**config.mk**
```make
export PLATFORM = sky130hd
export DESIGN_NAME = serial_rx_fifo
export DESIGN_NICKNAME = d
export VERILOG_FILES = /design/src/rtl/serial_rx_fifo_pkg.sv /design/src/rtl/serial_rx_fifo_sync_fifo.sv /design/src/rtl/serial_rx_fifo.sv
export SDC_FILE = /design/constraint.sdc
export NUM_CORES = 1
export LEC_CHECK = 0
export BUFFER_PORTS_ARGS = -buffer_cell sky130_fd_sc_hd__buf_2
export CELL_PAD_IN_SITES_DETAIL_PLACEMENT = 2
export CELL_PAD_IN_SITES_GLOBAL_PLACEMENT = 2
export CORE_ASPECT_RATIO = 0.7
export CORE_MARGIN = 4
export CORE_UTILIZATION = 35
export DETAILED_ROUTE_END_ITERATION = 10
export GPL_TIMING_DRIVEN = 0
export HOLD_SLACK_MARGIN = 0.1
export PLACE_DENSITY_LB_ADDON = 0.1
export REMOVE_ABC_BUFFERS = 1
export SYNTH_ARGS = -nofsm -noshare
export SYNTH_HDL_FRONTEND = slang
export SYNTH_HIERARCHICAL = 1
export SYNTH_SLANG_ARGS = --single-unit
```
**constraint.sdc**
```tcl
create_clock -name clk -period 7.2 [get_ports clk]
set_clock_uncertainty 0.05 [all_clocks]
set_input_delay 1.08 -clock clk [delete_from_list [all_inputs] [get_ports clk]]
set_output_delay 1.08 -clock clk [all_outputs]
set_load 0.05 [all_outputs]
```
**src/rtl/serial_rx_fifo_pkg.sv**
```systemverilog
// Shared project constants: serial link timing and the receive FIFO geometry.
// The FIFO depth is always derived from its address width so the two cannot drift apart.
package serial_rx_fifo_pkg;

  localparam int CLK_FREQ_HZ = 50_000_000;
  localparam int BAUD_RATE   = 115_200;
  localparam int BAUD_DIV    = CLK_FREQ_HZ / BAUD_RATE;

  localparam int FIFO_ADDR_BITS = 3;

  function automatic int depth_of(input int addr_bits);
    return 1 << addr_bits;
  endfunction

  localparam int FIFO_DEPTH = depth_of(FIFO_ADDR_BITS);

endpackage

```
**src/rtl/serial_rx_fifo_sync_fifo.sv**
```systemverilog
// Generic first-word-fall-through FIFO: storage, pointers, occupancy count and full/empty.
// Full/empty come from the count, so the pointers may wrap freely.
module sync_fifo
  import serial_rx_fifo_pkg::*;
#(
  parameter int ADDR_BITS = FIFO_ADDR_BITS,
  parameter int WIDTH     = 8
) (
  input  logic                 clk,
  input  logic                 reset,
  input  logic                 wr_en,
  input  logic [WIDTH-1:0]     wr_data,
  input  logic                 rd_en,
  output logic [WIDTH-1:0]     rd_data,
  output logic [ADDR_BITS:0]   count,
  output logic                 full,
  output logic                 empty,
  output logic                 wr_accept
);

  localparam logic [ADDR_BITS:0]   FULL_COUNT = {1'b1, {ADDR_BITS{1'b0}}};
  localparam logic [ADDR_BITS:0]   COUNT_ONE  = {{ADDR_BITS{1'b0}}, 1'b1};
  localparam logic [ADDR_BITS-1:0] PTR_ONE    = {{(ADDR_BITS-1){1'b0}}, 1'b1};

  logic [WIDTH-1:0]     mem [2**ADDR_BITS];
  logic [ADDR_BITS-1:0] rd_ptr_reg;
  logic [ADDR_BITS-1:0] wr_ptr_reg;
  logic [ADDR_BITS:0]   count_reg;
  logic                 do_pop;

  assign full    = (count_reg == FULL_COUNT);
  assign empty   = (count_reg == '0);
  assign count   = count_reg;
  assign rd_data = mem[rd_ptr_reg];

  // A pop frees the slot the push needs, so a full FIFO still takes a push alongside a pop.
  assign do_pop    = rd_en & ~empty;
  assign wr_accept = wr_en & (~full | do_pop);

  always_ff @(posedge clk) begin
    if (wr_accept) begin
      mem[wr_ptr_reg] <= wr_data;
    end
  end

  always_ff @(posedge clk or posedge reset) begin
    if (reset) begin
      rd_ptr_reg <= '0;
      wr_ptr_reg <= '0;
      count_reg  <= '0;
    end else begin
      if (wr_accept) begin
        wr_ptr_reg <= wr_ptr_reg + PTR_ONE;
      end
      if (do_pop) begin
        rd_ptr_reg <= rd_ptr_reg + PTR_ONE;
      end
      case ({wr_accept, do_pop})
        2'b10:   count_reg <= count_reg + COUNT_ONE;
        2'b01:   count_reg <= count_reg - COUNT_ONE;
        default: count_reg <= count_reg;
      endcase
    end
  end

endmodule

```
**src/rtl/serial_rx_fifo.sv**
```systemverilog
// Receive-side byte buffer for a serial receiver: turns the level-held byte-valid into one push
// per byte, tracks dropped bytes in a sticky overflow flag and pulses irq per accepted byte.
module serial_rx_fifo
  import serial_rx_fifo_pkg::*;
#(
  parameter int ADDR_BITS = FIFO_ADDR_BITS
) (
  input  logic               clk,
  input  logic               reset,
  input  logic [7:0]         rxData,
  input  logic               rxDataReady,
  input  logic               readStrobe,
  input  logic               clearOverflow,
  output logic [7:0]         dataOut,
  output logic               dataAvailable,
  output logic [ADDR_BITS:0] count,
  output logic               overflow,
  output logic               irq
);

  logic ready_prev_reg;
  logic overflow_reg;
  logic irq_reg;
  logic push_req;
  logic push_accept;
  logic fifo_full;
  logic fifo_empty;

  // readyPrev resets high so a byte-valid already asserted at reset release is not re-pushed.
  assign push_req = rxDataReady & ~ready_prev_reg;

  sync_fifo #(
    .ADDR_BITS (ADDR_BITS),
    .WIDTH     (8)
  ) u_fifo (
    .clk       (clk),
    .reset     (reset),
    .wr_en     (push_req),
    .wr_data   (rxData),
    .rd_en     (readStrobe),
    .rd_data   (dataOut),
    .count     (count),
    .full      (fifo_full),
    .empty     (fifo_empty),
    .wr_accept (push_accept)
  );

  assign dataAvailable = ~fifo_empty;
  assign overflow      = overflow_reg;
  assign irq           = irq_reg;

  always_ff @(posedge clk or posedge reset) begin
    if (reset) begin
      ready_prev_reg <= 1'b1;
      overflow_reg   <= 1'b0;
      irq_reg        <= 1'b0;
    end else begin
      ready_prev_reg <= rxDataReady;
      irq_reg        <= push_accept;
      // A drop in the same cycle as a clear keeps the flag set.
      if (push_req & ~push_accept) begin
        overflow_reg <= 1'b1;
      end else if (clearOverflow) begin
        overflow_reg <= 1'b0;
      end
    end
  end

endmodule
```
### Word-level counts from Yosys, hierarchy flattened

Memory sizes are Yosys's and may differ from the RTL's.
Cells that the tools add are included.

| operators by class | value |
|---|---|
| add/subtract/negate cells | 4 |
| eq/ne operators | 3 |
| muxes and demuxes | 5 |
| bitwise operators | 9 |
| reduce and logical (&&, ||, !) cells | 3 |

Operators by type and width:

| cell | number |
|---|---|
| 4-bit case mux with 2 select lines | 1 |
| 3-bit by 1-bit adder with 3-bit output (second input constant) | 2 |
| 4-bit by 1-bit adder with 4-bit output (second input constant) | 1 |
| 1-bit bitwise AND | 4 |
| 4-bit == test (second input constant) | 1 |
| 4-bit zero test | 1 |
| 1-bit two-way mux | 4 |
| 1-bit inverter | 4 |
| 2-bit nonzero test | 2 |
| 4-bit by 1-bit subtractor with 4-bit output (second input constant) | 1 |
| 2-bit by 1-bit == test with 1-bit output (second input constant) | 1 |
| 2-bit == test (second input constant) | 1 |
| 1-bit bitwise OR | 1 |

| storage, ports and cells | value |
|---|---|
| bits in registers | 13 |
| bits in writable memories | 64 |
| bits of input ports | 13 |
| output and inout bits | 15 |
| word-level logic and storage cells | 31 |
| memories | 1 |

Memories:

| name | words | bits a word | read ports | clocked after Yosys merged registers in | wr ports | RTL line | text |
|---|---|---|---|---|---|---|---|
| u_fifo.mem | 8 | 8 | 1 | 0 | 1 | serial_rx_fifo_sync_fifo.sv:25 | `logic [WIDTH-1:0] mem [2**ADDR_BITS];` |

### Logic depth before layout (Yosys ltp)

| depth | value |
|---|---|
| depth in word-level cells | 8 |
| gate-level depth with buffers | 10 |
| mapped depth without buffers | 9 |

### Modules after synthesis

The synthesis kept the hierarchy.

By module, submodules not included:

| module | times used | cells each | area an instance (µm²) | sequential area each (µm²) |
|---|---|---|---|---|
| sync_fifo | 1 | 162 | 3,136.8 | 2,172.1 |
| serial_rx_fifo | 1 | 9 | 113.9 | 76.3 |

### Worst setup path after synthesis

Ideal clock, no wire load.

| timing path | value |
|---|---|
| kind | input port to flip-flop |
| start | in rxDataReady |
| end | reg u_fifo.count_reg[3], in the netlist u_fifo/count[3] |
| library setup time | 69 ps |
| arrival | 2,625 ps |
| data required time | 7,081 ps |
| setup slack | 4,456 ps |
| stages on the path | 8 |
| path buffers | 0 |
| cells stage by stage | nor2b_4 > or2_1 > inv_1 > ha_1 > a211o_2 > nand3_1 > mux2_2 > nand3b_1 |

| on the way | value |
|---|---|
| cells in the longest elaborated chain, start to end | 4 |
| elaborated cells on any way between the ends | 6 |
| those cells by class | eq/ne (2); mux (1); bitwise (2); reduce/logical (1) |

Ends and longest elaborated chain:

| element | RTL line | text |
|---|---|---|
| from (decl) | serial_rx_fifo.sv:11 | `input logic rxDataReady,` |
| 1-bit bitwise AND * | serial_rx_fifo.sv:30 | `assign push_req = rxDataReady & ~ready_prev_reg;` |
| 1-bit bitwise AND * | serial_rx_fifo_sync_fifo.sv:38 | `assign wr_accept = wr_en & (~full \| do_pop);` |
| 2-bit by 1-bit == test with 1-bit output or 2-bit == test (tied branches) | serial_rx_fifo_sync_fifo.sv:58 | `case ({wr_accept, do_pop})` |
| 4-bit case mux with 2 select lines or 2-bit nonzero test (tied branches) | - |  |
| to (signal assigned) | serial_rx_fifo_sync_fifo.sv:59 | `2'b10: count_reg <= count_reg + COUNT_ONE;` |
| to (signal assigned) | serial_rx_fifo_sync_fifo.sv:60 | `2'b01: count_reg <= count_reg - COUNT_ONE;` |
| to (signal assigned) | serial_rx_fifo_sync_fifo.sv:61 | `default: count_reg <= count_reg;` |
| to (decl) | serial_rx_fifo_sync_fifo.sv:28 | `logic [ADDR_BITS:0] count_reg;` |

Every way passes the cells marked *; elsewhere a longest branch is shown, timed or not.
A chain may end at the register's enable or synchronous reset.

### Final worst setup path

| timing path | value |
|---|---|
| start | reg u_fifo.rd_ptr_reg[0] |
| end | out dataOut[2] |

| on the way | value |
|---|---|
| cells in the longest elaborated chain, start to end | 1 |

Ends and longest elaborated chain:

| element | RTL line | text |
|---|---|---|
| from (decl) | serial_rx_fifo_sync_fifo.sv:26 | `logic [ADDR_BITS-1:0] rd_ptr_reg;` |
| from (signal assigned) | serial_rx_fifo_sync_fifo.sv:56 | `rd_ptr_reg <= rd_ptr_reg + PTR_ONE;` |
| memory read 8 x 8 bit | - |  |
| to (decl) | serial_rx_fifo.sv:14 | `output logic [7:0] dataOut,` |

Every way passes these cells.

==> metrics.txt <==
Period Utilization, post-route 0.507; Die Footprint 10900 um^2; wire length of the first global-routing pass between 10000 and 15000 um; mean instance size in the synthesized netlist roughly 19 um^2; clock buffer depth 2; diode count 0; area of combinational cells with multiple inputs 928 um^2; detailed router's first-iteration violation count between 100 and 150; flip-flop and latch area 2250 um^2; CTS buffer count 9; clock latency on the worst-skew pair around 0.32 ns; DRC violation count after routing 0; critical path's largest stage delay 1.04 ns; Final Max Slew Viols 0; end of the worst register-to-register path u_fifo/count[3]; fin nets around 220; worst endpoint required time roughly 6.1 ns; routability-driven placement congestion ratio 0.718; end of the worst hold path overflow; total detailed-routing wirelength ~6800 um; Final Hold Vio Count 0; top-level port count 28; Core Box Area approximately 9000 um^2; aggregate negative setup slack 0 ns; Remaining Overflow, GRT 0; via count of the first global-routing pass 1777; synthesized area 3250 um^2; crit end category output port; result of the run finished, final reports clean; cell at the root of the clock tree clkbuf_16; highest net fanout along the worst path 18; worst-path cell with the longest stage delay dfrtp_1; classification of the worst-slack hold path flop to flop; critical path class flop to output port; hold path startpoint overflow; initial standard-cell utilization of the core 0.359; cell leakage power around 1.4 nW; largest net degree at the start of global routing 19; series of cell instances along the critical path mux4_1 > mux2_2 > buf_2; number of instances in the synthesized netlist between 150 and 200; final core utilization 0.423; clk slew on worst S/H paths roughly 0.060 ns; estimated wirelength of the detail-placed design 4700 um; final instance area about 3800 um^2; Die Height around 89 um; data arrival time of the critical path between 2 and 3 ns; final routed wire length divided by cell count 20.3 um; fraction of layout instances using a drive strength above 1 0.364; CTS Hold Buffers Added 0; max layer used met4; total of buffers placed on input and output ports 27; RSZ-0062 raised after global routing false; # H-tree levels 3; DRT met1 WL around 3200 um; Slew @ Worst Pin approximately 1.2 ns; number of synthesis warnings 6; leading cell type in the layout, fill and taps excluded edfxtp_1; source of the worst register-to-register timing path u_fifo/count[0]; average vias per placed instance around 4.8; headroom to the max-slew limit 0.208; CTS tree built; via count roughly 1600; width of the die about 120 um; Final setup viols 0; startpoint type of the worst setup path flop; sinks on the clock net just under 80; clock period minus worst slack about 3.7 ns; signed area change from the synthesized netlist to the final layout 17.8%; hold path cells 1; Max VDD drop around 0.14 mV; commonest cells after routing, fill and taps aside 64 x edfxtp_1, 27 x buf_2, 12 x dfrtp_1; Fillers around 850; Area after DPL approximately 3500 um^2; number of nets with antenna violations after routing 0; number of flip-flops in the largest register 64; antenna violations before repair 0; Hold Slack 0.504 ns; row cnt 29; count of instances resized after the clock tree is built 0; depth of the worst register-to-register path 9; Total GRT Usage 0.139; peak clock frequency supported by timing approximately 270 MHz; Routed met3 length between 200 and 250 um; PD cells 429 nW/um^2; setup bufs post-CTS 0; WL met2 roughly 3300 um; number of maximum-capacitance constraint violations 0; register-to-register setup slack around 4.4 ns; count of TritonRoute iterations in the first routing pass 4
==> how the worst max path moves through the flow <==
| stage | from | cells after the start | slack [ns] | to |
|---|---|---|---|---|
| after global placement | rxDataReady | 4 | 3.27 | u_fifo/mem[0][4] |
| after CTS | u_fifo/rd_ptr_reg[0] | 3 | 3.48 | dataOut[1] |
| final | u_fifo/rd_ptr_reg[0] | 3 | 3.55 | dataOut[2] |
| after detailed placement | u_fifo/rd_ptr_reg[0] | 3 | 3.83 | dataOut[1] |
| after global routing | u_fifo/rd_ptr_reg[0] | 3 | 3.40 | dataOut[3] |
| after floorplan | u_fifo/rd_ptr_reg[0] | 2 | 4.26 | dataOut[6] |
==> through the flow <==
step	power, W	setup slack [ns]	instances
3_5_place_dp	0.00122	3.83	317
2_1_floorplan	0.00106	4.26	164
4_1_cts	0.00167	3.48	333
3_3_place_gp	0.00118	3.27	315
6_report	0.00164	3.55	333
5_1_grt	0.00173	3.40	333
==> per-layer routing <==
| layer | vias up | global-route usage |
|---|---|---|
| met5 | - | 0 |
| met4 | 0 | 0.0392 |
| met3 | 2 | 0.0415 |
| met2 | 18 | 0.222 |
| met1 | 835 | 0.187 |
| li1 | 741 | - |
==> cell type report <==
cell class,instances,share of cell area
Multi-Input combinational cell,76,0.243
Inverter,11,0.0108
Timing Repair Buffer,29,0.0393
Sequential cell,77,0.588
Tap cell,124,0.0406
Clock inverter,7,0.0196
Clock buffer,9,0.0589
==> where the power goes <==
group	switching (W)	total (W)	leakage [nW]	internal, W
Sequential	0.000105	0.000646	0.732	0.000542
Clock	0.000173	0.000442	0.138	0.000269
Combinational	0.000330	0.000552	0.507	0.000222
==> worst max-delay path: cells and delay by family (launching register included) <==
kind	cells	cell delay, ns
flops	1	1.04
buf+inv	1	0.21
mux	2	0.94
Power figures use the tool's default switching activity.
